File: config.mk
export PLATFORM = sky130hd
export DESIGN_NAME = div_iter_unit_flat
export DESIGN_NICKNAME = d
export VERILOG_FILES = /design/src/rtl/div_iter_unit_if.sv /design/src/rtl/div_iter_unit.sv /design/src/flat_wrapper.sv
export SDC_FILE = /design/constraint.sdc
export NUM_CORES = 1
export LEC_CHECK = 0
export CAP_MARGIN = 5
export CORE_MARGIN = 3
export CORE_UTILIZATION = 40
export DETAILED_ROUTE_END_ITERATION = 6
export PLACE_DENSITY = 0.58
export SYNTH_ARGS = -nofsm -noshare
export SYNTH_HDL_FRONTEND = slang
export SYNTH_SLANG_ARGS = --single-unit
File: constraint.sdc
create_clock -name clk -period 6.1 [get_ports clk]
set_input_delay 1.22 -clock clk [delete_from_list [all_inputs] [get_ports clk]]
set_output_delay 1.22 -clock clk [all_outputs]
set_load 0.02 [all_outputs]
File: src/rtl/div_iter_unit_if.sv
`default_nettype none
// ============================================================================
// Module   : div_iter_unit_if
// Purpose  : Divide handshake bundle between the EX stage (master) and the
//            iterative divider (slave).
// Signals  : signed_div_i - 1 = signed divide, 0 = unsigned
//            opdata1_i    - dividend
//            opdata2_i    - divisor
//            start_i      - request, held by EX until ready_o is seen
//            annul_i      - abort the in-flight divide
//            result_o     - {remainder, quotient}
//            ready_o      - result valid
// Revision : 1.0 - initial release
// ============================================================================
interface div_iter_unit_if #(
  parameter int WIDTH = 32
);
  logic                 signed_div_i;
  logic [WIDTH-1:0]     opdata1_i;
  logic [WIDTH-1:0]     opdata2_i;
  logic                 start_i;
  logic                 annul_i;
  logic [2*WIDTH-1:0]   result_o;
  logic                 ready_o;

  modport master (
    output signed_div_i, opdata1_i, opdata2_i, start_i, annul_i,
    input  result_o, ready_o
  );

  modport slave (
    input  signed_div_i, opdata1_i, opdata2_i, start_i, annul_i,
    output result_o, ready_o
  );
endinterface
`default_nettype wire

File: src/rtl/div_iter_unit.sv
`default_nettype none
// ============================================================================
// Module   : div_iter_unit
// Purpose  : Multi-cycle restoring radix-2 divider, one quotient bit per
//            cycle. Returns {remainder, quotient} (remainder -> HI,
//            quotient -> LO). Signed divides run on magnitudes and get a
//            sign fixup on the last iteration.
// Ports    : clk - clock, rising edge
//            rst - synchronous active-high reset
//            bus - div_iter_unit_if.slave handshake (operands, start,
//                  annul, result, ready)
// Options  : DIV_EARLY_OUT_EN - when defined, a divide whose |dividend| is
//            below |divisor| completes straight from IDLE with quotient 0
//            and remainder equal to the original dividend. Results are the
//            same either way; only latency changes.
// Revision : 1.0 - initial release
// ============================================================================
module div_iter_unit #(
  parameter int WIDTH = 32,
  parameter int CNT_W = 6
) (
  input  wire logic       clk,
  input  wire logic       rst,
  div_iter_unit_if.slave  bus
);

  typedef enum logic [1:0] {
    IDLE    = 2'd0,
    BY_ZERO = 2'd1,
    ON      = 2'd2,
    END     = 2'd3
  } state_t;

  state_t state;
  state_t state_nxt;

  logic [CNT_W-1:0]   cnt;
  logic [WIDTH-1:0]   rem;        // partial remainder
  logic [WIDTH-1:0]   dvd;        // dividend bits shift out, quotient bits shift in
  logic [WIDTH-1:0]   dsr;        // divisor magnitude
  logic               sgn_mode;
  logic               neg_a;
  logic               neg_b;
  logic [2*WIDTH-1:0] result;

  // ---------------------------------------------------------------------
  // Operand conditioning (only meaningful in IDLE, when operands latch)
  // ---------------------------------------------------------------------
  logic             a_neg_in;
  logic             b_neg_in;
  logic [WIDTH-1:0] abs_a;
  logic [WIDTH-1:0] abs_b;
  logic             div_zero;
  logic             early;
  logic             accept;

  // INT_MIN negates to itself, which read as unsigned is the right magnitude.
  assign a_neg_in = bus.signed_div_i & bus.opdata1_i[WIDTH-1];
  assign b_neg_in = bus.signed_div_i & bus.opdata2_i[WIDTH-1];
  assign abs_a    = a_neg_in ? (-bus.opdata1_i) : bus.opdata1_i;
  assign abs_b    = b_neg_in ? (-bus.opdata2_i) : bus.opdata2_i;
  assign div_zero = (bus.opdata2_i == '0);
  assign accept   = bus.start_i & ~bus.annul_i;

`ifdef DIV_EARLY_OUT_EN
  assign early = (abs_a < abs_b);
`else
  assign early = 1'b0;
`endif

  // ---------------------------------------------------------------------
  // One restoring step: shift {rem, dvd} left, trial-subtract the divisor
  // with one extra bit so the top bit of the difference is the borrow.
  // ---------------------------------------------------------------------
  logic [WIDTH:0]   shift_rem;
  logic [WIDTH:0]   diff;
  logic             no_borrow;
  logic [WIDTH-1:0] rem_next;
  logic [WIDTH-1:0] q_next;
  logic             last_iter;
  logic [WIDTH-1:0] q_fix;
  logic [WIDTH-1:0] r_fix;

  assign shift_rem = {rem, dvd[WIDTH-1]};
  assign diff      = shift_rem - {1'b0, dsr};
  assign no_borrow = ~diff[WIDTH];
  assign rem_next  = no_borrow ? diff[WIDTH-1:0] : shift_rem[WIDTH-1:0];
  assign q_next    = {dvd[WIDTH-2:0], no_borrow};
  assign last_iter = (cnt == CNT_W'(WIDTH - 1));

  // Quotient sign follows the XOR of operand signs; remainder takes the
  // dividend's sign. Both flags are zero in unsigned mode by construction.
  assign q_fix = (sgn_mode & (neg_a ^ neg_b)) ? (-q_next)   : q_next;
  assign r_fix = (sgn_mode & neg_a)           ? (-rem_next) : rem_next;

  // ---------------------------------------------------------------------
  // FSM
  // ---------------------------------------------------------------------
  always_ff @(posedge clk) begin
    if (rst) begin
      state <= IDLE;
    end else begin
      state <= state_nxt;
    end
  end

  always_comb begin
    state_nxt = state;
    case (state)
      IDLE: begin
        if (accept) begin
          if (div_zero) begin
            state_nxt = BY_ZERO;
          end else if (early) begin
            state_nxt = END;
          end else begin
            state_nxt = ON;
          end
        end
      end
      BY_ZERO: state_nxt = END;
      ON: begin
        // start_i dropping here is ignored; only annul or reset abort.
        if (bus.annul_i) begin
          state_nxt = IDLE;
        end else if (last_iter) begin
          state_nxt = END;
        end
      end
      END: begin
        if (!bus.start_i) begin
          state_nxt = IDLE;
        end
      end
      default: state_nxt = IDLE;
    endcase
  end

  // ---------------------------------------------------------------------
  // Datapath registers
  // ---------------------------------------------------------------------
  always_ff @(posedge clk) begin
    if (rst) begin
      cnt      <= '0;
      rem      <= '0;
      dvd      <= '0;
      dsr      <= '0;
      sgn_mode <= 1'b0;
      neg_a    <= 1'b0;
      neg_b    <= 1'b0;
      result   <= '0;
    end else begin
      case (state)
        IDLE: begin
          if (accept && !div_zero) begin
            if (early) begin
              result <= {bus.opdata1_i, {WIDTH{1'b0}}};
            end else begin
              dvd      <= abs_a;
              dsr      <= abs_b;
              rem      <= '0;
              cnt      <= '0;
              sgn_mode <= bus.signed_div_i;
              neg_a    <= a_neg_in;
              neg_b    <= b_neg_in;
            end
          end
        end
        BY_ZERO: begin
          result <= '0;
        end
        ON: begin
          if (!bus.annul_i) begin
            rem <= rem_next;
            dvd <= q_next;
            cnt <= cnt + CNT_W'(1);
            if (last_iter) begin
              result <= {r_fix, q_fix};
            end
          end
        end
        default: begin
        end
      endcase
    end
  end

  assign bus.ready_o  = (state == END);
  assign bus.result_o = result;

endmodule
`default_nettype wire

File: src/flat_wrapper.sv
// flat-port wrapper written by rule: the top's interface ports become plain ports
module div_iter_unit_flat 
#(
  parameter int WIDTH = 32,
  parameter int CNT_W = 6
)
  (clk, rst, bus_signed_div_i, bus_opdata1_i, bus_opdata2_i, bus_start_i, bus_annul_i, bus_result_o, bus_ready_o);
  div_iter_unit_if #(.WIDTH(WIDTH)) bus_i ();
  input  wire logic clk;
  input  wire logic rst;
  input wire logic [$bits(bus_i.signed_div_i)-1:0] bus_signed_div_i;
  input wire logic [$bits(bus_i.opdata1_i)-1:0] bus_opdata1_i;
  input wire logic [$bits(bus_i.opdata2_i)-1:0] bus_opdata2_i;
  input wire logic [$bits(bus_i.start_i)-1:0] bus_start_i;
  input wire logic [$bits(bus_i.annul_i)-1:0] bus_annul_i;
  output wire logic [$bits(bus_i.result_o)-1:0] bus_result_o;
  output wire logic [$bits(bus_i.ready_o)-1:0] bus_ready_o;
  assign bus_i.signed_div_i = bus_signed_div_i;
  assign bus_i.opdata1_i = bus_opdata1_i;
  assign bus_i.opdata2_i = bus_opdata2_i;
  assign bus_i.start_i = bus_start_i;
  assign bus_i.annul_i = bus_annul_i;
  assign bus_result_o = bus_i.result_o;
  assign bus_ready_o = bus_i.ready_o;
  div_iter_unit #(.WIDTH(WIDTH), .CNT_W(CNT_W)) u_core (.clk(clk), .rst(rst), .bus(bus_i));
endmodule
==> metrics <==
Post-Route WL=39,040 um; #FFs+latches synth=171; total global-route track usage=25.05%; vias per cell=5.704; global-route wire length before repair=approximately 60,000 um; cell taking the most area after synthesis=sky130_fd_sc_hd__dfxtp_1; Synth cell types=91; outcome=finished, final reports clean; WP data required=~6.4 ns; CP Data Arrival Time=5.25 ns; switching component of the power=980.9 uW; IR Drop Worst-Case VDD=0.2222 mV; Placed Area=13,030 um2; R2R Setup Slk=1.14 ns; post-route design area=about 14,000 um2; kind of capture point of the worst setup path=flop; top library cells by usage in the layout, fill and taps aside=sky130_fd_sc_hd__nor2_1 (241), sky130_fd_sc_hd__dfxtp_1 (171), sky130_fd_sc_hd__nand2_1 (139); total nets after synthesis=~1.6k; Routability Congestion=between 0.9 and 1; wire per inst=a little under 20 um; initial drt markers=881; maximum clock frequency=201.7 MHz; Post-Synthesis Cell Area=11,450 um2; number of remaining DRC errors=0; CTS max path bufs=2; number of synthesized flops with an enable pin=0; vertical die dimension=175.2 um; final critical-path share of the clock period=81.26%; via count=11.32k; proportion of power drawn by the clock network=39.0%; remaining max-slew budget at the tightest pin=25.14%; Hold EP=u_core.bus.result_o[53]; hold_sp=u_core.bus.result_o[53]; proportion of register bits with asynchronous set or reset after synthesis=0%; chip width=175.2 um; sequential share of power=39.9%; largest cells by area after synthesis=sky130_fd_sc_hd__dfxtp_1 (30%), sky130_fd_sc_hd__nor2_1 (7.9%), sky130_fd_sc_hd__xor2_1 (5.4%); mean area per synthesized cell=7.570 um2; Fillers=2,856; multi-input gate area in the final layout=7472 um2; total number of placement rows=61; worst clock skew=0.01342 ns; fin crit period=between 4 and 5 ns; total of hold buffers inserted after clock tree synthesis=0; register cell area after layout=about 3400 um2; Setup Crit Path Kind=reg2reg; source-to-sink clock delay at the later pin of the worst-skew pair=approximately 0.44 ns; sequential cell area fraction in the yosys report=29.91%; Hold Path Class=reg2reg; Most used DFF post-synth=sky130_fd_sc_hd__dfxtp_1; Fin Setup TNS=0 ns; Power Dens Cells=216.8 nW/um2; CTS clock-pin slew for the worst setup and hold paths=around 0.070 ns; number of standard cells after synthesis=1,512; fraction of layout cells with a size suffix above 1=5.729%; CTS tree=done; slew of the pin with the lowest slew margin=approximately 1.1 ns; CTS H-tree lvls=4; Internal Pwr Total=1.977 mW; ports placed on the boundary=134; Die Area=30,680 um2; ant diodes=0; cell count of the worst hold path=2; number of routed nets with antenna violations=0; FF-to-FF End=u_core.bus.result_o[58]; Yosys top cell area share=~30%; Final Hold Fails=0; number of buffers inserted during clock tree synthesis=17; GRT Residual Overflow=0; initial standard-cell utilization of the core=approximately 41%; sink count of the clock tree=171; pin count of the biggest net entering global routing=81; HPWL Detailed=29,210 um; master cell of the clock root buffer=sky130_fd_sc_hd__clkbuf_16; combinational cell fraction of total power=approximately a fifth; via count of the first global-routing pass=~11k; Pre-antenna DRT Iters=7; Resized Gates After CTS=0; fin. max-slew vios=0; startpoint class of the critical path=flop; Post-layout nets=1,700; leading cell type in the layout, fill and taps excluded=sky130_fd_sc_hd__nor2_1; initial antenna violation count=0; number of warnings reported in the yosys synthesis log=0; maxcap violations=0; leakage power figure=4.906 nW; area growth from synthesis to layout=19.18%; Core Box Area=28,010 um2; share of total power consumed by net switching=33.17%; RSZ-0062 raised after global routing=no; setup violation total in the final timing report=0; crit path max fanout=13; count of input and output buffers=between 100 and 150; number of cells traversed by the worst register-to-register path=22; post-CTS repair timing setup buffer count=0; launch instance of the worst register-to-register path=u_core.dvd[31]
==> worst max path at each step <==
stage | startpoint | endpoint | cells after the start
after detailed placement | u_core.dvd[31] | u_core.bus.result_o[58] | 22
after CTS | u_core.dvd[31] | u_core.bus.result_o[58] | 22
final | u_core.dvd[31] | u_core.bus.result_o[58] | 22
after global placement | u_core.dvd[31] | u_core.bus.result_o[58] | 22
after floorplan | u_core.dvd[31] | u_core.bus.result_o[58] | 23
after global routing | u_core.dvd[31] | u_core.bus.result_o[52] | 24
==> power by group through the flow <==
| stage | logic (mW) | registers, mW | clock network [mW] |
|---|---|---|---|
| after floorplan | 0.424 | 1.19 | 0 |
| after global placement | 0.614 | 1.20 | 0 |
| after detailed placement | 0.614 | 1.20 | 0 |
| after CTS | 0.617 | 1.18 | 1.17 |
| after global routing | 0.684 | 1.18 | 1.21 |
| final | 0.623 | 1.18 | 1.15 |
==> registers in the layout, indices dropped and copies added, names as in the netlist <==
signal and count:
u_core.bus.result_o 64, u_core.cnt 6, u_core.dsr 32, u_core.dvd 32, u_core.neg_a 1, u_core.neg_b 1
u_core.rem 32, u_core.sgn_mode 1, u_core.state 2
==> cell usage after synthesis (all sizes together) (4+ instances only) <==
library cell  number
a21oi            118
xnor2             66
nand3b             4
dfxtp            171
or4                6
clkbuf            72
inv               50
a211oi            35
ha                37
nor4              20
buf               14
nand2            141
a32oi              6
nor2b              6
nand2b             9
a22oi             50
a41oi              4
a221oi            21
o31ai             17
o21a               9
and3               7
o211ai            11
nand3             23
a21o               7
nor3              44
nor2             243
a2111oi            4
o21ai             85
and2              16
o41ai              7
mux2i             18
a31oi             37
or3               19
nand4             10
xor2              71
==> worst max-delay path: stages (launching register included) <==
cell and delay (ns):
sky130_fd_sc_hd__dfxtp_1 0.35, sky130_fd_sc_hd__inv_1 0.06, sky130_fd_sc_hd__ha_1 0.17, sky130_fd_sc_hd__inv_1 0.06, sky130_fd_sc_hd__fa_1 0.43, sky130_fd_sc_hd__a211oi_2 0.32, sky130_fd_sc_hd__o211ai_2 0.17, sky130_fd_sc_hd__a31oi_4 0.29
sky130_fd_sc_hd__a211oi_4 0.12, sky130_fd_sc_hd__o21a_1 0.35, sky130_fd_sc_hd__nor2_4 0.22, sky130_fd_sc_hd__clkinv_1 0.11, sky130_fd_sc_hd__nand2_1 0.07, sky130_fd_sc_hd__o21ai_0 0.14, sky130_fd_sc_hd__inv_1 0.09, sky130_fd_sc_hd__ha_1 0.18
sky130_fd_sc_hd__inv_1 0.07, sky130_fd_sc_hd__nor4bb_1 0.42, sky130_fd_sc_hd__a41oi_1 0.37, sky130_fd_sc_hd__nor4_2 0.39, sky130_fd_sc_hd__a41oi_1 0.18, sky130_fd_sc_hd__xor2_1 0.18, sky130_fd_sc_hd__o21ai_1 0.07
==> layer usage <==
| layer | global-route usage, % | vias to the layer above | wire length, um |
|---|---|---|---|
| li1 | - | 5603 | - |
| met1 | 36.55 | 5352 | 18870 |
| met2 | 39.14 | 325 | 17290 |
| met3 | 3.368 | 37 | 2228 |
| met4 | 5.984 | 0 | 642 |
| met5 | 0 | - | 0 |
==> cell families after synthesis <==
logic type	count (synthesis)	synth area share (%)
AND/OR/NAND/NOR	564	22.61
AO/OA/AOI/OAI	442	25.81
adder cells (fa/ha/maj)	38	4.219
multiplexers	21	1.902
XOR/XNOR	137	10.48
buffers and inverters	139	5.072
flip-flops	171	29.91
==> per-stage QoR <==
| stage | setup WS [ns] | utilization [%] | hold slack [ns] | power, mW | std cells |
|---|---|---|---|---|---|
| 2_1_floorplan | 1.454 | - | 0.4319 | 1.613 | 1512 |
| 3_3_place_gp | 1.300 | 46.51 | 0.4348 | 1.817 | 1952 |
| 3_5_place_dp | 1.226 | 46.51 | 0.4420 | 1.819 | 1952 |
| 4_1_cts | 1.200 | 48.70 | 0.4593 | 2.960 | 1984 |
| 5_1_grt | 0.7040 | 48.70 | 0.4854 | 3.072 | 1984 |
| 6_report | 1.143 | 48.70 | 0.4548 | 2.958 | 1984 |
==> area by class of cell <==
class / instances / share of cell area [%]
clock inverter: 14 / 1.275
multi-input combinational: 1202 / 54.77
tap: 378 / 3.467
clock buffer: 18 / 3.219
inverter: 51 / 1.403
timing repair buffer: 150 / 10.77
sequential: 171 / 25.09
No activity file was read; power rests on OpenSTA's default activity.
